--- src/rtl/univ_sh_reg_if.sv ---
// Command/data bundle for univ_sh_reg: the requester drives the command side
// and the register drives the result and status side.
interface univ_sh_reg_if #(
  parameter int unsigned WIDTH = 8,
  parameter int unsigned AMT_W = 4
);
  logic             start;
  logic [2:0]       op;
  logic [AMT_W-1:0] amt;
  logic [WIDTH-1:0] din;
  logic             sin;
  logic [WIDTH-1:0] Q;
  logic             sout;
  logic             busy;
  logic             done;

  modport master (
    output start, op, amt, din, sin,
    input  Q, sout, busy, done
  );

  modport slave (
    input  start, op, amt, din, sin,
    output Q, sout, busy, done
  );
endinterface

--- src/rtl/univ_sh_reg.sv ---
// Universal shift register: parallel load plus shl/shr/rotl/rotr/asr, executed
// one bit per clock for a programmable step count, with busy/done signalling.
module univ_sh_reg #(
  parameter int unsigned WIDTH = 8,
  parameter int unsigned AMT_W = 4
) (
  input logic           clk,
  input logic           reset,
  univ_sh_reg_if.slave  bus
);

  localparam logic [2:0] OpLoad = 3'b000;
  localparam logic [2:0] OpShl  = 3'b001;
  localparam logic [2:0] OpShr  = 3'b010;
  localparam logic [2:0] OpRotl = 3'b011;
  localparam logic [2:0] OpRotr = 3'b100;
  localparam logic [2:0] OpAsr  = 3'b101;

  typedef enum logic {StIdle, StRun} state_e;

  state_e           r_state, w_state_d;
  logic [AMT_W-1:0] r_cnt, w_cnt_d;
  logic [2:0]       r_op, w_op_d;
  logic [WIDTH-1:0] r_q, w_q_d, w_step_q;
  logic             r_sout, w_sout_d, w_step_sout;
  logic             r_done, w_done_d;
  logic             w_is_shift;

  // Single-bit step of the latched operation; sin is taken live on each step.
  always_comb begin
    w_step_q    = r_q;
    w_step_sout = r_sout;
    case (r_op)
      OpShl: begin
        w_step_q    = {r_q[WIDTH-2:0], bus.sin};
        w_step_sout = r_q[WIDTH-1];
      end
      OpShr: begin
        w_step_q    = {bus.sin, r_q[WIDTH-1:1]};
        w_step_sout = r_q[0];
      end
      OpRotl: begin
        w_step_q    = {r_q[WIDTH-2:0], r_q[WIDTH-1]};
        w_step_sout = r_q[WIDTH-1];
      end
      OpRotr: begin
        w_step_q    = {r_q[0], r_q[WIDTH-1:1]};
        w_step_sout = r_q[0];
      end
      OpAsr: begin
        w_step_q    = {r_q[WIDTH-1], r_q[WIDTH-1:1]};
        w_step_sout = r_q[0];
      end
      default: ;
    endcase
  end

  assign w_is_shift = (bus.op >= OpShl) && (bus.op <= OpAsr);

  always_comb begin
    w_state_d = r_state;
    w_cnt_d   = r_cnt;
    w_op_d    = r_op;
    w_q_d     = r_q;
    w_sout_d  = r_sout;
    w_done_d  = 1'b0;
    unique case (r_state)
      StIdle: begin
        if (bus.start) begin
          w_op_d = bus.op;
          if (bus.op == OpLoad) begin
            w_q_d    = bus.din;
            w_done_d = 1'b1;
          end else if (w_is_shift && (bus.amt != '0)) begin
            w_cnt_d   = bus.amt;
            w_state_d = StRun;
          end else begin
            // Zero-step shift or reserved op completes immediately with no effect.
            w_done_d = 1'b1;
          end
        end
      end
      StRun: begin
        w_q_d    = w_step_q;
        w_sout_d = w_step_sout;
        w_cnt_d  = r_cnt - AMT_W'(1);
        if (r_cnt == AMT_W'(1)) begin
          w_state_d = StIdle;
          w_done_d  = 1'b1;
        end
      end
      default: w_state_d = StIdle;
    endcase
  end

  always_ff @(posedge clk) begin
    if (reset) begin
      r_state <= StIdle;
      r_cnt   <= '0;
      r_op    <= OpLoad;
      r_q     <= '0;
      r_sout  <= 1'b0;
      r_done  <= 1'b0;
    end else begin
      r_state <= w_state_d;
      r_cnt   <= w_cnt_d;
      r_op    <= w_op_d;
      r_q     <= w_q_d;
      r_sout  <= w_sout_d;
      r_done  <= w_done_d;
    end
  end

  assign bus.Q    = r_q;
  assign bus.sout = r_sout;
  assign bus.busy = (r_state == StRun);
  assign bus.done = r_done;

endmodule

--- src/flat_wrapper.sv ---
// flat-port wrapper written by rule: the top's interface ports become plain ports
module univ_sh_reg_flat 
#(
  parameter int unsigned WIDTH = 8,
  parameter int unsigned AMT_W = 4
)
  (clk, reset, bus_start, bus_op, bus_amt, bus_din, bus_sin, bus_Q, bus_sout, bus_busy, bus_done);
  univ_sh_reg_if #(.WIDTH(WIDTH), .AMT_W(AMT_W)) bus_i ();
  input logic clk;
  input logic reset;
  input wire logic [$bits(bus_i.start)-1:0] bus_start;
  input wire logic [$bits(bus_i.op)-1:0] bus_op;
  input wire logic [$bits(bus_i.amt)-1:0] bus_amt;
  input wire logic [$bits(bus_i.din)-1:0] bus_din;
  input wire logic [$bits(bus_i.sin)-1:0] bus_sin;
  output wire logic [$bits(bus_i.Q)-1:0] bus_Q;
  output wire logic [$bits(bus_i.sout)-1:0] bus_sout;
  output wire logic [$bits(bus_i.busy)-1:0] bus_busy;
  output wire logic [$bits(bus_i.done)-1:0] bus_done;
  assign bus_i.start = bus_start;
  assign bus_i.op = bus_op;
  assign bus_i.amt = bus_amt;
  assign bus_i.din = bus_din;
  assign bus_i.sin = bus_sin;
  assign bus_Q = bus_i.Q;
  assign bus_sout = bus_i.sout;
  assign bus_busy = bus_i.busy;
  assign bus_done = bus_i.done;
  univ_sh_reg #(.WIDTH(WIDTH), .AMT_W(AMT_W)) u_core (.clk(clk), .reset(reset), .bus(bus_i));
endmodule
--- config.mk ---
export PLATFORM = sky130hd
export DESIGN_NAME = univ_sh_reg_flat
export DESIGN_NICKNAME = d
export VERILOG_FILES = /design/src/rtl/univ_sh_reg_if.sv /design/src/rtl/univ_sh_reg.sv /design/src/flat_wrapper.sv
export SDC_FILE = /design/constraint.sdc
export NUM_CORES = 1
export LEC_CHECK = 0
export BUFFER_PORTS_ARGS = -buffer_cell sky130_fd_sc_hd__buf_2
export CAP_MARGIN = 10
export CORE_MARGIN = 2
export CORE_UTILIZATION = 43
export DETAILED_ROUTE_END_ITERATION = 12
export GPL_TIMING_DRIVEN = 0
export PLACE_DENSITY_LB_ADDON = 0.3
export SYNTH_ARGS = -nofsm -noshare
export SYNTH_HDL_FRONTEND = slang
export SYNTH_SLANG_ARGS = --single-unit
--- constraint.sdc ---
create_clock -name clk -period 3.4 [get_ports clk]
set_clock_uncertainty 0.1 [all_clocks]
set_input_delay 0.17 -clock clk [delete_from_list [all_inputs] [get_ports clk]]
set_output_delay 0.17 -clock clk [all_outputs]
set_load 0.01 [all_outputs]
==> flow_metrics.env <==
export IMPL_start_util=0.448
export IMPL_grt_pass1_wl_mm=4.13
export IMPL_leakage_uw=0.000539
export IMPL_h_tree_depth=1
export IMPL_rows=18
export IMPL_p_per_area_nw_per_um2=377
export IMPL_hold_viol_final=0
export IMPL_via_count=1033
export IMPL_rsz0062_at_grt="no"
export IMPL_period_needed_ns=2.07
export IMPL_synth_cells=123
export IMPL_slew_violations=0
export IMPL_critPathCaptureType="flip-flop"
export IMPL_outcome="finished clean"
export IMPL_critPathLaunchType="flip-flop"
export IMPL_synth_top_area_share=0.328
export IMPL_drc=0
export IMPL_drive_above_1_share=0.299
export IMPL_die_w_um=54.6
export IMPL_cts_resized=0
export IMPL_fin_setup_tns_ns=0
export IMPL_io_buffers=28
export IMPL_cp_data_required_time_ns=3.52
export IMPL_final_cells=184
export IMPL_core_um2=2450
export IMPL_clk_pin_slew_worst_paths_ns=0.10
export IMPL_ios=30
export IMPL_synth_warnings=0
export IMPL_post_drt_wl_per_cell_um=14.0
export IMPL_syn_num_nets=145
export IMPL_drt_total_wl_mm=2.58
export IMPL_numCtsBuffers=3
export IMPL_cts_path_max_buffers=2
export IMPL_fmax_mhz=482
export IMPL_diodes=0
export IMPL_post_cts_buffers=0
export IMPL_gp_congestion=0.798
export IMPL_grt_pass1_vias=924
export IMPL_postCtsHoldBufs=0
export IMPL_cp_data_arrival_time_ns=2.19
export IMPL_syn_area_per_cell_um2=8.94
export IMPL_fill_cells=240
export IMPL_yosys_top_cells_area="dfxtp_1 (33%), o31ai_2 (8.0%), a221oi_1 (6.4%)"
export IMPL_ys_flop_type="dfxtp_1"
export IMPL_max_slew_margin=0.618
export IMPL_place_hpwl_mm=1.94
export IMPL_final_cell_mix="buf_2 (29), dfxtp_1 (18), nand2_1 (14)"
export IMPL_areaGrowthSynthToFinish_pct=18.2
export IMPL_ys_ff_latch=18
export IMPL_viasPerCell=5.61
export IMPL_syn_area_um2=1100
export IMPL_synthArstFlopShare=0
export IMPL_synth_top_area_cell="dfxtp_1"
export IMPL_drtIter0Drc=31
export IMPL_min_period_over_period=0.610
export IMPL_final_common_cell="buf_2"
export IMPL_vdd_drop_max_uv=326
export IMPL_clk_latency_ns=0.30
export IMPL_cts_sinks=18
export IMPL_dr_pass1_iters=4
export IMPL_dieArea_um2=2980
export IMPL_ys_seq_area_frac=0.328
export IMPL_synth_edf_count=0
export IMPL_grt_max_degree=11
export IMPL_cts_root_buffer="clkbuf_4"
export IMPL_fp_dieH_um=54.6
export IMPL_gr_total_overflow=0
export IMPL_path_max_fanout=8
export IMPL_maxCapViolations=0
export IMPL_grt_usage=0.190
export IMPL_placedCellCount=181
export IMPL_cts_tree="done"
export IMPL_crit_type="reg2reg"
export IMPL_tightest_slew_ns=0.573
export IMPL_ant_nets=0
export IMPL_yosysUniqueCellTypes=39
export IMPL_antenna_found_initial=0
export IMPL_fin_nets=178
export IMPL_setup_viol=0
export IMPL_hp_class="in2reg"
## path summary, 6_finish.rpt
| kind | from | end | slack, ns | depth (start not counted) |
|---|---|---|---|---|
| hold / removal | bus_op[0] | u_core.r_op[0] | 0.03 | 3 |
| hold reg to reg | u_core.bus.Q[0] | u_core.bus.Q[0] | 0.41 | 2 |
| setup / recovery | u_core.r_op[1] | u_core.bus.Q[4] | 1.33 | 6 |
| setup reg to reg | u_core.r_op[1] | u_core.bus.Q[4] | 1.33 | 6 |
## registers in the layout, summed over array words and instances (netlist names)
register and count:
u_core.bus.done 1, u_core.bus.sout 1, u_core.bus.Q 8, u_core.bus.busy 1
u_core.r_cnt 4, u_core.r_op 3
## stage by stage
step | setup WS (ns) | cell area [um2] | total power [uW] | hold slack [ns] | utilization
5_1_grt | 1.17 | 1300 | 520 | 0.0343 | 0.530
4_1_cts | 1.33 | 1300 | 492 | 0.0281 | 0.530
6_report | 1.33 | 1300 | 490 | 0.0317 | 0.530
3_5_place_dp | 1.36 | 1280 | 385 | 0.343 | 0.520
3_3_place_gp | 1.39 | 1280 | 381 | 0.335 | 0.520
2_1_floorplan | 1.63 | 1100 | 344 | 0.209 | -
## cell type report
type	count	area [um2]	area share
Buffer	4	16.3	0.0125
Clock buffer	3	22.5	0.0173
Inverter	8	30.0	0.0231
Multi-Input combinational cell	93	693	0.533
Sequential cell	18	360	0.277
Tap cell	30	37.5	0.0289
Timing Repair Buffer	28	140	0.108
## critical path, cell delays in order (launching register included)
cell	delay (ns)
dfxtp_1	0.47
inv_1	0.09
ha_1	0.43
nor2b_1	0.16
a2111oi_4	0.54
nand2_1	0.14
o31ai_2	0.08
## cells by family (layout without fill, tap and decap cells)
logic type      after synthesis  after routing  share of synthesized area
mux                           3              3                     0.0273
simple gates                 47             47                      0.218
fa+ha+maj                     3              3                     0.0341
xor+xnor                      2              2                     0.0159
compound gates               38             38                      0.334
flops                        18             18                      0.328
buf+inv                      12             43                     0.0421
## synth_stat cells (all sizes together), types with 2 or more instances
library cell	instances
nor3	3
o31ai	8
mux2i	3
a211oi	4
o21a	2
inv	7
nand3b	2
a21oi	5
nand2	14
nor2	13
ha	3
o21ai	4
nor2b	2
xnor2	2
dfxtp	18
a221oi	9
nand2b	2
and3	2
clkbuf	3
## routing by layer
layer | GRT usage | share of wire | vias to the layer above
met5 | 0 | 0 | -
met4 | 0.0625 | 0.0082 | 0
met3 | 0.0519 | 0.037 | 4
met2 | 0.297 | 0.49 | 21
met1 | 0.251 | 0.46 | 485
li1 | - | - | 523
## where the power goes
part / internal, uW / total, uW / switching [uW]
logic: 59.5 / 135 / 75.2
registers: 228 / 247 / 19.2
clock network: 41.3 / 108 / 67.0
Power figures use the tool's default switching activity.
